[src/rtl/piso_serializer.sv]
`default_nettype none
// ============================================================================
// Module   : piso_serializer
// Purpose  : WIDTH-bit parallel-in/serial-out shifter with a valid/ready input,
//            an optional parity bit and a one-word holding buffer.
// Revision : 1.0  initial release
// ============================================================================
module piso_serializer #(
  parameter int WIDTH     = 8,
  parameter int MSB_FIRST = 1,
  parameter int PARITY    = 0
) (
  input  logic             clk,
  input  logic             rst,
  input  logic [WIDTH-1:0] Input,
  input  logic             in_valid,
  output logic             in_ready,
  output logic             Out,
  output logic             out_valid,
  output logic             done,
  output logic             busy
);

  localparam int c_frame_len = WIDTH + ((PARITY != 0) ? 1 : 0);
  localparam int c_cnt_w     = $clog2(c_frame_len + 1);
  localparam logic [c_cnt_w-1:0] c_last_data = c_cnt_w'(WIDTH - 1);
  localparam logic [c_cnt_w-1:0] c_cnt_one   = c_cnt_w'(1);
  localparam logic c_has_par = (PARITY != 0);
  localparam logic c_odd_par = (PARITY == 2);

  typedef enum logic [1:0] {
    IDLE  = 2'd0,
    SHIFT = 2'd1,
    PAR   = 2'd2
  } state_t;

  state_t             state_q, state_d;
  logic [WIDTH-1:0]   shift_q, shift_d;
  logic [c_cnt_w-1:0] cnt_q, cnt_d;
  logic [WIDTH-1:0]   buf_q, buf_d;
  logic               buf_full_q, buf_full_d;
  logic               par_q, par_d;
  logic               out_q, out_d;

  logic             w_xfer;
  logic             w_end;
  logic             w_load;
  logic [WIDTH-1:0] w_load_word;
  logic             w_load_bit;
  logic [WIDTH-1:0] w_load_rest;
  logic             w_next_bit;
  logic [WIDTH-1:0] w_next_rest;

  // in_ready depends only on state, never on in_valid
  assign in_ready  = rst && !buf_full_q;
  assign w_xfer    = in_valid && in_ready;
  assign w_end     = ((state_q == SHIFT) && (cnt_q == c_last_data) && !c_has_par) ||
                     (state_q == PAR);
  // a buffered word always has priority; otherwise an input can go straight in
  assign w_load    = ((state_q == IDLE) && w_xfer) ||
                     (w_end && (buf_full_q || w_xfer));
  assign w_load_word = buf_full_q ? buf_q : Input;

  generate
    if (MSB_FIRST != 0) begin : g_msb_first
      assign w_load_bit  = w_load_word[WIDTH-1];
      assign w_load_rest = {w_load_word[WIDTH-2:0], 1'b0};
      assign w_next_bit  = shift_q[WIDTH-1];
      assign w_next_rest = {shift_q[WIDTH-2:0], 1'b0};
    end else begin : g_lsb_first
      assign w_load_bit  = w_load_word[0];
      assign w_load_rest = {1'b0, w_load_word[WIDTH-1:1]};
      assign w_next_bit  = shift_q[0];
      assign w_next_rest = {1'b0, shift_q[WIDTH-1:1]};
    end
  endgenerate

  always_comb begin
    state_d    = state_q;
    shift_d    = shift_q;
    cnt_d      = cnt_q;
    buf_d      = buf_q;
    buf_full_d = buf_full_q;
    par_d      = par_q;
    out_d      = out_q;

    case (state_q)
      IDLE: begin
        if (!w_load) state_d = IDLE;
      end
      SHIFT: begin
        if (cnt_q != c_last_data) begin
          out_d   = w_next_bit;
          shift_d = w_next_rest;
          cnt_d   = cnt_q + c_cnt_one;
        end else if (c_has_par) begin
          state_d = PAR;
          out_d   = par_q;
          cnt_d   = cnt_q + c_cnt_one;
        end else begin
          state_d = IDLE;
        end
      end
      PAR: begin
        state_d = IDLE;
      end
      default: begin
        state_d = IDLE;
      end
    endcase

    // loading overrides the end-of-frame return to IDLE
    if (w_load) begin
      state_d = SHIFT;
      out_d   = w_load_bit;
      shift_d = w_load_rest;
      cnt_d   = '0;
      par_d   = (^w_load_word) ^ c_odd_par;
      if (buf_full_q) buf_full_d = 1'b0;
    end

    if (w_xfer && !w_load) begin
      buf_d      = Input;
      buf_full_d = 1'b1;
    end
  end

  always_ff @(posedge clk or negedge rst) begin
    if (!rst) begin
      state_q    <= IDLE;
      shift_q    <= '0;
      cnt_q      <= '0;
      buf_q      <= '0;
      buf_full_q <= 1'b0;
      par_q      <= 1'b0;
      out_q      <= 1'b0;
    end else begin
      state_q    <= state_d;
      shift_q    <= shift_d;
      cnt_q      <= cnt_d;
      buf_q      <= buf_d;
      buf_full_q <= buf_full_d;
      par_q      <= par_d;
      out_q      <= out_d;
    end
  end

  assign Out       = out_q;
  assign out_valid = (state_q != IDLE);
  assign done      = w_end;
  assign busy      = (state_q != IDLE) || buf_full_q;

endmodule
`default_nettype wire

[config.mk]
export PLATFORM = sky130hd
export DESIGN_NAME = piso_serializer
export DESIGN_NICKNAME = d
export VERILOG_FILES = /design/src/rtl/piso_serializer.sv
export SDC_FILE = /design/constraint.sdc
export NUM_CORES = 1
export LEC_CHECK = 0
export BUFFER_PORTS_ARGS = -buffer_cell sky130_fd_sc_hd__buf_4
export CORE_MARGIN = 5
export CORE_UTILIZATION = 50
export CTS_CLUSTER_DIAMETER = 30
export CTS_CLUSTER_SIZE = 10
export DETAILED_ROUTE_END_ITERATION = 10
export PLACE_DENSITY_LB_ADDON = 0.12
export SLEW_MARGIN = 20
export SYNTH_ARGS = -nofsm -noshare
export SYNTH_HDL_FRONTEND = slang
export SYNTH_SLANG_ARGS = --single-unit
[constraint.sdc]
create_clock -name clk -period 2.85 [get_ports clk]
set_input_delay 0.4275 -clock clk [delete_from_list [all_inputs] [get_ports clk]]
set_output_delay 0.4275 -clock clk [all_outputs]
set_load 0.02 [all_outputs]
==> impl_metrics.csv <==
group,metric,value,unit
power_and_ir_drop,combPwrFrac,0.437,
critical_path,r2r_end,"buf_q[1]$_DFFE_PN0P_",
worst_hold_path,hold_path.class,"input pin to register",
synth,synth_top_area_cell,"dfrtp_1",
power_and_ir_drop,power_report.internal_total,0.000762,W
cts,path_clk_slew,0.11,ns
power_and_ir_drop,seqPwrFrac,0.451,
timing,fin_skew,0.00280,ns
synth,synth_area_per_cell,11.2,µm²
critical_path,r2r_setup_slack,1.15,ns
global_route,grt_usage,0.148,
place,gp_congestion,0.729,
place,dp_cells,134,
critical_path,crit_required,3.05,ns
cts,clock_sinks,22,
finish,regArea,551,µm²
floorplan,core_area,2150,µm²
timing,max_freq,464,MHz
cts,cts_buffers,3,
synth,ys_seq_elements,22,
finish,multi_input_area,482,µm²
finish,final_net_count,124,
timing,worstMarginPinSlew,0.553,ns
finish,stdcell_count,138,
cts,ctsResizeCount,0,
timing,max_slew_margin,0.631,
finish,fillers,198,
critical_path,crit_path_max_fanout,26,
global_route,grt_pass1_wl,3730,µm
global_route,antenna_found_initial,0,
global_route,grt_max_degree,27,
flow_run,drv_cap,0,
power_and_ir_drop,clkPwrFrac,0.112,
synth,syn_inst,98,
cts,hold_buffers,0,
critical_path,cp-end-kind,"register",
route,wl_per_cell,15.5,µm
cts,cts_tree,"done",
finish,n_antenna_cell,0,
cts,clockBufferDepth,2,
synth,ys_top_cells_by_area,"dfrtp_1 50%, mux2_2 8.2%, o31ai_1 4.8%",
floorplan,die_x,56.9,µm
outcome,status,"finished, final reports clean",
floorplan,row_count,17,
route,antenna_left,0,
critical_path,r2r_cells,3,
synth,yosys_most_used_dff,"dfrtp_1",
synth,ys_warn_count,0,
critical_path,crit_arrival,2.35,ns
route,num_vias,800,
synth,syn_nets,110,
synth,synth_common_cells,"22 x dfrtp_1, 9 x nand3_1, 9 x nor3_1",
global_route,grt_pass1_vias,809,
route,drt_first_iter_violations,12,
floorplan,die_h,56.9,µm
synth,ys_seq_area_frac,0.501,
floorplan,ioPinCount,16,
synth,synth-async-reset-ratio,1.00,
synth,ys_types,30,
cts,htreeDepth,1,
finish,area_growth,11.4,%
synth,synth.most_common_cell,"dfrtp_1",
worst_hold_path,worstHoldStart,"Input[2]",
global_route,overflow,0,
timing,rsz0062_at_grt,"false",
floorplan,fp.dieArea,3230,µm²
timing,hold_viol,0,
cts,insertion_delay,0.30,ns
power_and_ir_drop,p_per_area,1000,nW/µm²
cts,cts_setup_buffers,0,
place,dp_hpwl,1500,µm
route,vias_per_cell,5.80,
cts,cts-root-buf,"clkbuf_4",
synth,synth-edff-count,0,
route,drcViolationCount,0,
critical_path,r2r_start,"buf_full_q$_DFFE_PN0P_",
critical_path,criticalPathCategory,"input pin to register",
synth,synthDominantCellAreaShare,0.501,
power_and_ir_drop,switchingPower,0.000466,W
synth,syn_area,1100,µm²
timing,slew_violations,0,
timing,setup_violations,0,
worst_hold_path,holdPathStages,2,
timing,period_needed,2.15,ns
power_and_ir_drop,p_leak,0.549,nW
power_and_ir_drop,swShare,0.380,
timing,setup_tns,0,ns
timing,period_share,0.756,
place,port_buffers,15,
route,dr.pass1.iters,4,
route,drt-total-wl,2130,µm
floorplan,initial_utilization,0.511,
finish,drive_gt1_frac,0.291,
critical_path,startpoint_type,"input pin",
power_and_ir_drop,peakVddDrop,0.520,mV
worst_hold_path,hold_path_end,"buf_q[2]$_DFFE_PN0P_",
## critical path, stage by stage
cell           delay [ns]
dlygate4sd3_1        0.52
buf_4                0.29
and3b_1              0.47
nand3_2              0.27
mux2_2               0.36
## cell usage in the layout, fill, tap and decap left out, types with 2 or more instances in the layout
master / instances
dfrtp_1: 22
buf_4: 15
nor3_1: 9
nand3_1: 9
o22ai_1: 8
mux2_2: 8
o31ai_1: 7
inv_1: 3
nor2_1: 3
nand2_1: 3
clkbuf_4: 3
nor2b_1: 2
and2_1: 2
## how the worst max path moves through the flow
stage,end,cells after the start,from,slack [ns]
4_1_cts,done,3,state_q[0]$_DFFE_PN0P_,0.90
3_3_place_gp,buf_q[5]$_DFFE_PN0P_,4,rst,0.92
5_1_grt,buf_q[4]$_DFFE_PN0P_,5,rst,0.57
3_5_place_dp,buf_q[1]$_DFFE_PN0P_,4,rst,0.87
6_report,buf_q[1]$_DFFE_PN0P_,5,rst,0.70
2_1_floorplan,done,4,cnt_q[0]$_DFFE_PN0P_,1.26
## power groups by stage
| stage | sequential [W] | clock [W] | combinational [W] |
|---|---|---|---|
| final | 0.000554 | 0.000138 | 0.000537 |
| after detailed placement | 0.000560 | 0 | 0.000541 |
| after global placement | 0.000549 | 0 | 0.000523 |
| after global routing | 0.000574 | 0.000161 | 0.000598 |
| after floorplan | 0.000527 | 0 | 0.000465 |
| after CTS | 0.000552 | 0.000141 | 0.000542 |
## sequential cells by signal (all words and copies together) (netlist names)
name,flops
buf_full_q,1
state_q,1
shift_q,7
cnt_q,4
Out,1
buf_q,8
## logic make-up (layout without fill, tap and decap cells)
| group | Yosys count | after routing | synth area share |
|---|---|---|---|
| simple gates | 34 | 34 | 0.179 |
| flops | 22 | 22 | 0.501 |
| compound gates | 21 | 21 | 0.149 |
| buf+inv | 10 | 22 | 0.0604 |
| mux | 9 | 9 | 0.0911 |
| fa+ha+maj | 1 | 1 | 0.0114 |
| xor+xnor | 1 | 1 | 0.00797 |
## area by class of cell
type,instances,share of cell area
Clock buffer,3,0.0184
Tap cell,28,0.0286
Timing Repair Buffer,16,0.100
Multi-Input combinational cell,66,0.394
Sequential cell,22,0.450
Inverter,3,0.00920
## per-layer routing
metal	share of wire	vias to the layer above	global-route usage	wire [µm]
li1	-	387	-	-
met1	0.46	393	0.193	989
met2	0.48	16	0.239	1010
met3	0.046	4	0.0368	98
met4	0.015	0	0.0497	31
met5	0	-	0	0
## metrics by stage
step / utilization / hold slack, ns / setup WS [ns] / total power [W] / cell area [µm²]
floorplan: - / 0.132 / 1.26 / 0.000992 / 1100
global placement: 0.554 / 0.340 / 0.919 / 0.00107 / 1190
detailed placement: 0.554 / 0.345 / 0.871 / 0.00110 / 1190
CTS: 0.565 / 0.00364 / 0.905 / 0.00124 / 1210
global route: 0.570 / 0.337 / 0.565 / 0.00133 / 1220
finish: 0.570 / 0.354 / 0.697 / 0.00123 / 1220
Power figures use the tool's default switching activity.
